<file path="src/rtl/dcache_responder.sv">
// Direct-mapped, write-through, no-write-allocate L1 data cache that answers
// load/store requests from the memory stage and services load misses and
// write-throughs over a req/ack handshake to main memory.
module dcache_responder #(
    parameter int LINES = 16
) (
    input  logic        clk,
    input  logic        reset,
    input  logic        req_valid,
    input  logic        req_write,
    input  logic [31:0] req_addr,
    input  logic [31:0] req_wdata,
    output logic        data_ready,
    output logic [31:0] data_response,
    output logic        busy,
    output logic        mem_req,
    output logic        mem_we,
    output logic [31:0] mem_addr,
    output logic [31:0] mem_wdata,
    input  logic        mem_ack,
    input  logic [31:0] mem_rdata,
    output logic [31:0] hit_count,
    output logic [31:0] miss_count
);

    localparam int IDX_BITS = $clog2(LINES);
    localparam int TAG_BITS = 32 - IDX_BITS - 2;

    typedef enum logic [1:0] {
        IDLE,
        FILL,
        WRITE
    } state_t;

    state_t state;

    logic [LINES-1:0]    valid_bits;
    logic [TAG_BITS-1:0] tag_mem  [LINES];
    logic [31:0]         data_mem [LINES];

    logic [31:0] lat_addr;
    logic [31:0] lat_wdata;

    logic [IDX_BITS-1:0] req_idx;
    logic [TAG_BITS-1:0] req_tag;
    logic [IDX_BITS-1:0] lat_idx;
    logic [TAG_BITS-1:0] lat_tag;

    logic hit;
    logic idle_load;
    logic idle_store;
    logic load_hit;
    logic load_miss;
    logic fill_done;
    logic write_done;
    logic unused_addr_bits;

    // Byte offset bits are ignored because every access is a full word.
    assign unused_addr_bits = ^req_addr[1:0];

    assign req_idx = req_addr[IDX_BITS+1:2];
    assign req_tag = req_addr[31:IDX_BITS+2];
    assign lat_idx = lat_addr[IDX_BITS+1:2];
    assign lat_tag = lat_addr[31:IDX_BITS+2];

    assign hit = valid_bits[req_idx] && (tag_mem[req_idx] == req_tag);

    // Requests are only accepted in IDLE, and reset masks everything so that
    // nothing is acknowledged or counted in a cycle that is being reset.
    assign idle_load  = !reset && (state == IDLE) && req_valid && !req_write;
    assign idle_store = !reset && (state == IDLE) && req_valid &&  req_write;
    assign load_hit   = idle_load && hit;
    assign load_miss  = idle_load && !hit;
    assign fill_done  = !reset && (state == FILL)  && mem_ack;
    assign write_done = !reset && (state == WRITE) && mem_ack;

    // Load hits answer in the same cycle; stores complete on the memory ack.
    always_comb begin
        data_ready    = 1'b0;
        data_response = 32'd0;
        if (load_hit) begin
            data_ready    = 1'b1;
            data_response = data_mem[req_idx];
        end else if (write_done && req_valid) begin
            data_ready    = 1'b1;
        end
    end

    // Memory-side outputs come straight from the state register and the
    // latched transaction, so they stay stable until the ack.
    always_comb begin
        busy      = (state != IDLE);
        mem_req   = (state != IDLE);
        mem_we    = (state == WRITE);
        mem_addr  = lat_addr;
        mem_wdata = lat_wdata;
    end

    // Controller: state, valid bits, latched transaction and counters.
    always_ff @(posedge clk) begin
        if (reset) begin
            state      <= IDLE;
            valid_bits <= '0;
            lat_addr   <= 32'd0;
            lat_wdata  <= 32'd0;
            hit_count  <= 32'd0;
            miss_count <= 32'd0;
        end else begin
            case (state)
                IDLE: begin
                    if (load_hit) begin
                        hit_count <= hit_count + 32'd1;
                    end else if (load_miss) begin
                        miss_count <= miss_count + 32'd1;
                        lat_addr   <= {req_addr[31:2], 2'b00};
                        state      <= FILL;
                    end else if (idle_store) begin
                        lat_addr  <= {req_addr[31:2], 2'b00};
                        lat_wdata <= req_wdata;
                        state     <= WRITE;
                    end
                end
                FILL: begin
                    if (mem_ack) begin
                        valid_bits[lat_idx] <= 1'b1;
                        state               <= IDLE;
                    end
                end
                WRITE: begin
                    if (mem_ack) begin
                        state <= IDLE;
                    end
                end
                default: state <= IDLE;
            endcase
        end
    end

    // Tag and data arrays: refilled on a completed miss, patched by store hits.
    always_ff @(posedge clk) begin
        if (fill_done) begin
            tag_mem[lat_idx]  <= lat_tag;
            data_mem[lat_idx] <= mem_rdata;
        end else if (idle_store && hit) begin
            data_mem[req_idx] <= req_wdata;
        end
    end

endmodule

</file>
<file path="config.mk">
export PLATFORM = sky130hd
export DESIGN_NAME = dcache_responder
export DESIGN_NICKNAME = d
export VERILOG_FILES = /design/src/rtl/dcache_responder.sv
export SDC_FILE = /design/constraint.sdc
export NUM_CORES = 1
export LEC_CHECK = 0
export BUFFER_PORTS_ARGS = -buffer_cell sky130_fd_sc_hd__buf_2
export CAP_MARGIN = 10
export CORE_MARGIN = 2
export CORE_UTILIZATION = 40
export CTS_CLUSTER_DIAMETER = 200
export DETAILED_ROUTE_END_ITERATION = 16
export GPL_ROUTABILITY_DRIVEN = 0
export HOLD_SLACK_MARGIN = 0.12
export PLACE_DENSITY = 0.55
export SLEW_MARGIN = 20
export SYNTH_ARGS = -nofsm -noshare
export SYNTH_HDL_FRONTEND = slang
export SYNTH_SLANG_ARGS = --single-unit
export TNS_END_PERCENT = 100
</file>
<file path="constraint.sdc">
create_clock -name clk -period 8.5 [get_ports clk]
set_clock_uncertainty 0.1 [all_clocks]
set_input_delay 2.55 -clock clk [delete_from_list [all_inputs] [get_ports clk]]
set_output_delay 2.55 -clock clk [all_outputs]
set_load 0.05 [all_outputs]
</file>
==> metrics.txt, run 1 <==
wire length of the first global-routing pass about 170000 um; initial antenna violation count 9; standard-cell rows between 100 and 150; Detailed Routing Iterations Pass 1 5; clk sinks approximately 1100; vias in the first global route ~25000; count of synthesis-stage warnings from yosys 0; number of register bits inferred by synthesis 1072; Fillers 9047; Fmax achieved around 120 MHz; Crit. End Element output pin; most used flip-flop cell after synthesis sky130_fd_sc_hd__edfxtp_1; Max stage delay cell, worst path sky130_fd_sc_hd__mux4_2; cell with the most instances on the worst path sky130_fd_sc_hd__buf_4; met1 routed wirelength after detailed routing between 40000 and 50000 um; Power Dens Cells between 200 and 250 nW/um2; utilization of the core after routing 0.478; crit path time final 8.37 ns; CTS Buf Count 110; first-iteration detailed-routing DRC count roughly 2100; number of hold violations in the final report 0; count of distinct cell types in the synthesized netlist 84; placement-stage cell area 47300 um2; type of element launching the critical path input port; total routed wirelength ~120000 um; core area ~110000 um2; outcome complete, no violations; DIE WIDTH roughly 330 um; share of final-layout standard cells stronger than drive strength 1 0.319; met2 wire len 57000 um; leakage power summed over all cells ~17 nW; maximum count of clock buffers along a single path 3; final instance count without filler cells 4312; drt drc 0; effective utilization at floorplan 0.404; cell total after placement 4100; die height between 300 and 400 um; worst-case vdd ir drop roughly 0.17 mV; number of buffers added to fix hold violations after cts 0; worst-case hold slack between 0.3 and 0.4 ns; Tightest Pin Transition around 1.1 ns; number of max-cap violations 0; leftover overflow at the end of global routing 0; CTS root buffer sky130_fd_sc_hd__clkbuf_16; clock latency of the later-clocked register in the worst-skew pair between 0.7 and 0.8 ns; number of nets in the layout approximately 2900; largest fanout of any net on the critical path 16; cell area after synthesis 43300 um2; die footprint between 100000 and 150000 um2; Crit Path Class in2out; gate count after technology mapping about 2400; cell area after layout 51200 um2; total track usage 0.207; Routed Antenna Nets 0; wire length on met3 between 6000 and 7000 um; clock-pin transition on the worst setup and hold timing paths about 0.060 ns; CP Data Arrival Time about 5.7 ns; I/O Buffers 260; final period utilization 0.985; Syn Area/Cell about 18 um2; stage delay of the slowest cell on the critical path about 0.44 ns; final setup violation count 0; HPWL reported at the end of detailed placement approximately 67000 um; I/O pin cnt roughly 270; worst max-slew margin expressed relative to the limit 0.266; commonest cells after routing, fill and taps aside sky130_fd_sc_hd__edfxtp_1, sky130_fd_sc_hd__mux4_2, sky130_fd_sc_hd__buf_2; CP required 5.85 ns; uppermost layer routed met5; setup repair after global routing missed its margin no; clock tree from TritonCTS built; sequence of cells on the critical path buf_4 -> buf_12 -> clkinv_2 -> buf_4 -> mux4_2 -> xor2_1 -> nor4_1 -> nand3_1 -> buf_4 -> nor4_4 -> buf_12 -> buf_12 -> and3_1 -> buf_4; Final Max Tran Viols 0; WL per Instance between 20 and 30 um; worst hold-check path type reg2reg; Max H-tree Level 3; leading cell type in the layout, fill and taps excluded sky130_fd_sc_hd__edfxtp_1; DR vias between 20000 and 25000; part of the Yosys area used for sequential elements 0.710; number of enable flip-flop cells after synthesis approximately 930; fraction of synthesis flops using an asynchronous set or reset pin 0; pin count of the biggest net entering global routing 73; Vias per Instance 5.71; Layout area overhead 18.4%; Power Total ~0.011 W
[power by group]
| group | total [W] | switching, W | internal [W] |
|---|---|---|---|
| registers | 0.00577 | 0.0000382 | 0.00573 |
| logic | 0.000634 | 0.000382 | 0.000252 |
| clock network | 0.00491 | 0.00206 | 0.00285 |
[flip-flops by register name (all words and copies together), names as in the netlist]
name	count
data_mem	512
tag_mem	416
hit_count	32
mem_wdata	32
miss_count	32
mem_addr	30
valid_bits	16
state	2
[synthesized netlist by cell type (12+ instances only)]
cell | number | area (um2)
sky130_fd_sc_hd__nand2_1 | 145 | 544
sky130_fd_sc_hd__and3_1 | 45 | 282
sky130_fd_sc_hd__mux2_2 | 39 | 439
sky130_fd_sc_hd__nor2b_1 | 20 | 125
sky130_fd_sc_hd__mux4_2 | 240 | 5410
sky130_fd_sc_hd__o41ai_1 | 18 | 158
sky130_fd_sc_hd__o22ai_1 | 13 | 81.3
sky130_fd_sc_hd__a21oi_1 | 96 | 480
sky130_fd_sc_hd__xor2_1 | 14 | 123
sky130_fd_sc_hd__o31ai_1 | 23 | 173
sky130_fd_sc_hd__o21ai_0 | 45 | 225
sky130_fd_sc_hd__or4_1 | 28 | 210
sky130_fd_sc_hd__edfxtp_1 | 928 | 27900
sky130_fd_sc_hd__o311ai_0 | 12 | 105
sky130_fd_sc_hd__mux2i_1 | 72 | 721
sky130_fd_sc_hd__clkbuf_1 | 86 | 323
sky130_fd_sc_hd__inv_1 | 23 | 86.3
sky130_fd_sc_hd__a22oi_1 | 17 | 128
sky130_fd_sc_hd__mux2_1 | 13 | 146
sky130_fd_sc_hd__or2_2 | 17 | 106
sky130_fd_sc_hd__nand3_1 | 73 | 365
sky130_fd_sc_hd__a21o_1 | 17 | 128
sky130_fd_sc_hd__buf_1 | 19 | 71.3
sky130_fd_sc_hd__buf_4 | 12 | 90.1
sky130_fd_sc_hd__nor4_1 | 12 | 75.1
sky130_fd_sc_hd__buf_2 | 26 | 130
sky130_fd_sc_hd__nor2_1 | 51 | 191
sky130_fd_sc_hd__nand4_1 | 21 | 131
sky130_fd_sc_hd__dfxtp_1 | 144 | 2880
sky130_fd_sc_hd__xnor2_1 | 12 | 105
[worst max-delay path: cells and delay by family]
| kind | cells | cell delay, ns |
|---|---|---|
| XOR/XNOR | 1 | 0.21 |
| AND/OR/NAND/NOR | 4 | 0.93 |
| buffers and inverters | 8 | 1.54 |
| multiplexers | 1 | 0.44 |
[through the flow]
stage,worst slack (ns),setup TNS [ns]
6_report,0.130,0
5_1_grt,0.00751,0
4_1_cts,0.00226,0
3_5_place_dp,-0.133,-2.90
3_3_place_gp,-0.0769,-1.86
2_1_floorplan,0.123,0
[worst paths after layout]
check,start,endpoint,slack (ns),depth (start not counted)
hold reg to reg,valid_bits[1]$_SDFFE_PP0P_,valid_bits[1]$_SDFFE_PP0P_,0.35,1
hold / removal,valid_bits[1]$_SDFFE_PP0P_,valid_bits[1]$_SDFFE_PP0P_,0.35,1
setup reg to reg,tag_mem[6][4]$_DFFE_PP_,data_mem[6][26]$_DFFE_PP_,3.91,11
setup / recovery,req_addr[5],data_response[12],0.13,14
[cell type report]
cell class	count	area (um2)	share of cell area
Sequential cell	1072	30700	0.600
Multi-Input combinational cell	1191	12100	0.236
Clock buffer	139	2930	0.0572
Timing Repair Buffer	411	2860	0.0558
Tap cell	1403	1760	0.0343
Clock inverter	69	774	0.0151
Inverter	25	95.1	0.00186
Antenna cell	2	5.00	0.0000977
[logic make-up (layout without fill, tap and decap cells)]
kind of cell | Yosys count | in the layout | synth area share
AO/OA/AOI/OAI | 307 | 307 | 0.0481
XOR/XNOR | 26 | 26 | 0.00526
adder cells (fa/ha/maj) | 5 | 5 | 0.00145
buffers and inverters | 178 | 644 | 0.0193
flip-flops | 1072 | 1072 | 0.710
multiplexers | 365 | 365 | 0.156
other | 1 | 4 | 0.0000866
AND/OR/NAND/NOR | 486 | 486 | 0.0597
[metal layers]
metal  up-vias  GRT usage
met3       196     0.0343
li1      10700          -
met2       752      0.347
met1     13000      0.277
met5         -          0
met4         6     0.0644
[what timing repair did]
action	4_1_cts	5_1_grt
gates resized for setup	25	43
buffers inserted	1	0
endpoints found under the setup margin	31	33
cloned	0	1
pin swaps	1	5
Power figures use the tool's default switching activity.
==> run 2: changes to the inputs <==
Settings changed: CORE_UTILIZATION 40 to 38, PLACE_DENSITY 0.55 to 0.53.
==> run 2 against run 1 <==
Clock-buffer cell count decreased by 2. Sequential share of layout area decreased by 0.44 points. Highest routed layer unchanged. First-iteration DRC count decreased by 0.42%.
==> metrics.txt, run 2 (synthesis gave the netlist of run 1 again) <==
WL per Instance 26.8 um (about the same); number of nets in the layout 2920 (was 2917); DR vias 24600 (about the same); vias in the first global route 25100 (was 25000); Buffers & Inverters on Critical Path 7 (was 8); effective utilization at floorplan 0.384 (was 0.404); Detailed Routing Iterations Pass 1 5 (unchanged); drt drc 0 (unchanged); depth of the most critical reg-to-reg path 22 (was 11); Tightest Pin Transition 1.11 ns (was 1.10 ns); leakage power summed over all cells 17.3 nW (was 17.2 nW); clock tree from TritonCTS built (unchanged); CTS Buf Count 113 (was 110); Power Total 0.0115 W (was 0.0113 W); worst-case hold slack 0.351 ns (was 0.350 ns); I/O Buffers 260 (unchanged); cell with the most instances on the worst path sky130_fd_sc_hd__buf_4 (unchanged); DIE WIDTH 341 um (was 333 um); worst hold-check path type reg2reg (unchanged); largest fanout of any net on the critical path 17 (was 16); startpoint of the worst register-to-register path tag_mem[4][4]$_DFFE_PP_ (was tag_mem[6][4]$_DFFE_PP_); Routed Antenna Nets 0 (unchanged); critical path depth 15 (was 14); CP required 5.85 ns (about the same); maximum count of clock buffers along a single path 3 (unchanged); Vias per Instance 5.58 (was 5.71); met1 layer usage reported by global route 0.269 (was 0.277); type of element launching the critical path input port (unchanged); Fmax achieved 119 MHz (about the same); number of hold violations in the final report 0 (unchanged); crit path time final 8.41 ns (was 8.37 ns); core area 113000 um2 (was 107000 um2); Final Max Tran Viols 0 (unchanged); clock latency of the later-clocked register in the worst-skew pair 0.70 ns (was 0.71 ns); clk sinks 1072 (unchanged); commonest cells after routing, fill and taps aside sky130_fd_sc_hd__edfxtp_1, sky130_fd_sc_hd__mux4_2, sky130_fd_sc_hd__buf_2 (unchanged); Crit Path Class in2out (unchanged); number of max-cap violations 0 (unchanged); stage delay of the slowest cell on the critical path 0.50 ns (was 0.44 ns); sequence of cells on the critical path buf_4 -> buf_6 -> buf_12 -> mux4_2 -> mux2i_1 -> a21oi_2 -> xnor2_1 -> and3b_1 -> nand3_1 -> buf_4 -> nor4_4 -> buf_12 -> buf_16 -> and3_1 -> buf_4 (was buf_4 -> buf_12 -> clkinv_2 -> buf_4 -> mux4_2 -> xor2_1 -> nor4_1 -> nand3_1 -> buf_4 -> nor4_4 -> buf_12 -> buf_12 -> and3_1 -> buf_4); leading cell type in the layout, fill and taps excluded sky130_fd_sc_hd__edfxtp_1 (unchanged); total routed wirelength 118000 um (was 116000 um); final total negative setup slack 0 ns (unchanged); placement-stage cell area 47300 um2 (about the same); Critical Path End data_response[23] (was data_response[12]); die footprint 117000 um2 (was 111000 um2); CTS root buffer sky130_fd_sc_hd__clkbuf_16 (unchanged); HPWL reported at the end of detailed placement 68000 um (was 66900 um); cell area after layout 51600 um2 (was 51200 um2); kind of cell adding the most delay to the critical path buffers and inverters (unchanged); layer with the highest usage after global routing met2 (unchanged); clock-pin transition on the worst setup and hold timing paths 0.06 ns (about the same); final period utilization 0.990 (was 0.985); start point of the critical path req_addr[3] (was req_addr[5]); initial antenna violation count 8 (was 9); share of final-layout standard cells stronger than drive strength 1 0.325 (was 0.319); met3 layer usage reported by global route 0.0379 (was 0.0343); final setup violation count 0 (unchanged); leftover overflow at the end of global routing 0 (unchanged); Power Dens Cells 222 nW/um2 (was 221 nW/um2); Max stage delay cell, worst path sky130_fd_sc_hd__mux4_2 (unchanged); CP Data Arrival Time 5.76 ns (was 5.72 ns); standard-cell rows 123 (was 120); worst-case vdd ir drop 0.161 mV (was 0.173 mV); Fillers 9633 (was 9047); Max H-tree Level 3 (unchanged); Layout area overhead 19.3% (was 18.4%); register with the most flip-flops data_mem (unchanged); worst setup slack for register-to-register paths 3.19 ns (was 3.91 ns); number of flip-flops in the largest register 512 (unchanged); met2 Use GR 0.336 (was 0.347); Crit. End Element output pin (unchanged); top flop regs data_mem: 512 flops, tag_mem: 416 flops (unchanged); first-iteration detailed-routing DRC count 2131 (was 2140); number of buffers added to fix hold violations after cts 0 (unchanged); capture point of the worst reg-to-reg path data_mem[4][24]$_DFFE_PP_ (was data_mem[6][26]$_DFFE_PP_); outcome complete, no violations (unchanged); total track usage 0.201 (was 0.207); worst max-slew margin expressed relative to the limit 0.259 (was 0.266); wire length of the first global-routing pass 172000 um (was 169000 um); die height 341 um (was 333 um); I/O pin cnt 265 (unchanged); pin count of the biggest net entering global routing 71 (was 73)
run 2: changes by cell type in the layout (fill, tap and decap cells not counted), sizes merged:
cell      previous run  this run
clkinvlp             4         9
clkbuf             144       138
inv                 28        25
buf                406       410
bufinv              13        16
run 2: power by group:
part / leakage (nW) / total [W] / switching (W) / internal (W)
Combinational: 6.14 / 0.000636 / 0.000385 / 0.000252
Clock: 1.87 / 0.00506 / 0.00204 / 0.00301
Sequential: 9.24 / 0.00577 / 0.0000378 / 0.00573
run 2: through the flow:
stage                util  worst slack [ns]  std cells
finish              0.458            0.0864       4412
global route        0.458          -0.00119       4411
CTS                 0.456          0.000802       4401
detailed placement  0.419            -0.130       4178
global placement    0.419            -0.110       4178
floorplan               -             0.123       2441
run 2: per-layer routing:
| layer | part of all wire | wire length [um] |
|---|---|---|
| met1 | 0.42 | 49900 |
| met2 | 0.50 | 58700 |
| met3 | 0.058 | 6820 |
| met4 | 0.024 | 2860 |
| met5 | 0.00031 | 37 |
run 2: worst min-delay path: cells and delay by family, from the launching register on:
kind	cells	cell delay (ns)
AOI/OAI and AO/OA	1	0.05
DFF	1	0.30
and+or+nand+nor	1	0.05
run 2: layout make-up:
type / instances / area (um2) / area share
tap: 1500 / 1880 / 0.0364
clock inverter: 74 / 800 / 0.0155
antenna: 2 / 5.00 / 0.0000970
timing repair buffer: 411 / 2970 / 0.0575
multi-input combinational: 1191 / 12100 / 0.234
clock buffer: 137 / 3030 / 0.0587
sequential: 1072 / 30700 / 0.596
inverter: 25 / 95.1 / 0.00184
run 2: what timing repair did:
| item | 4_1_cts | 5_1_grt |
|---|---|---|
| resized for setup | 43 | 40 |
| buffers inserted | 11 | 8 |
| pin swaps | 2 | 5 |
| cloned | 1 | 1 |
| endpoints found under the setup margin | 32 | 33 |
run 2: worst min path at each step:
stage	startpoint	end	slack, ns	depth (start not counted)
2_1_floorplan	valid_bits[12]$_SDFFE_PP0P_	valid_bits[12]$_SDFFE_PP0P_	0.32	1
3_3_place_gp	valid_bits[7]$_SDFFE_PP0P_	valid_bits[7]$_SDFFE_PP0P_	0.33	1
3_5_place_dp	valid_bits[7]$_SDFFE_PP0P_	valid_bits[7]$_SDFFE_PP0P_	0.34	1
4_1_cts	valid_bits[2]$_SDFFE_PP0P_	valid_bits[2]$_SDFFE_PP0P_	0.35	1
5_1_grt	mem_wdata[22]$_SDFFE_PP0P_	mem_wdata[22]$_SDFFE_PP0P_	0.38	2
6_report	mem_wdata[18]$_SDFFE_PP0P_	mem_wdata[18]$_SDFFE_PP0P_	0.35	2
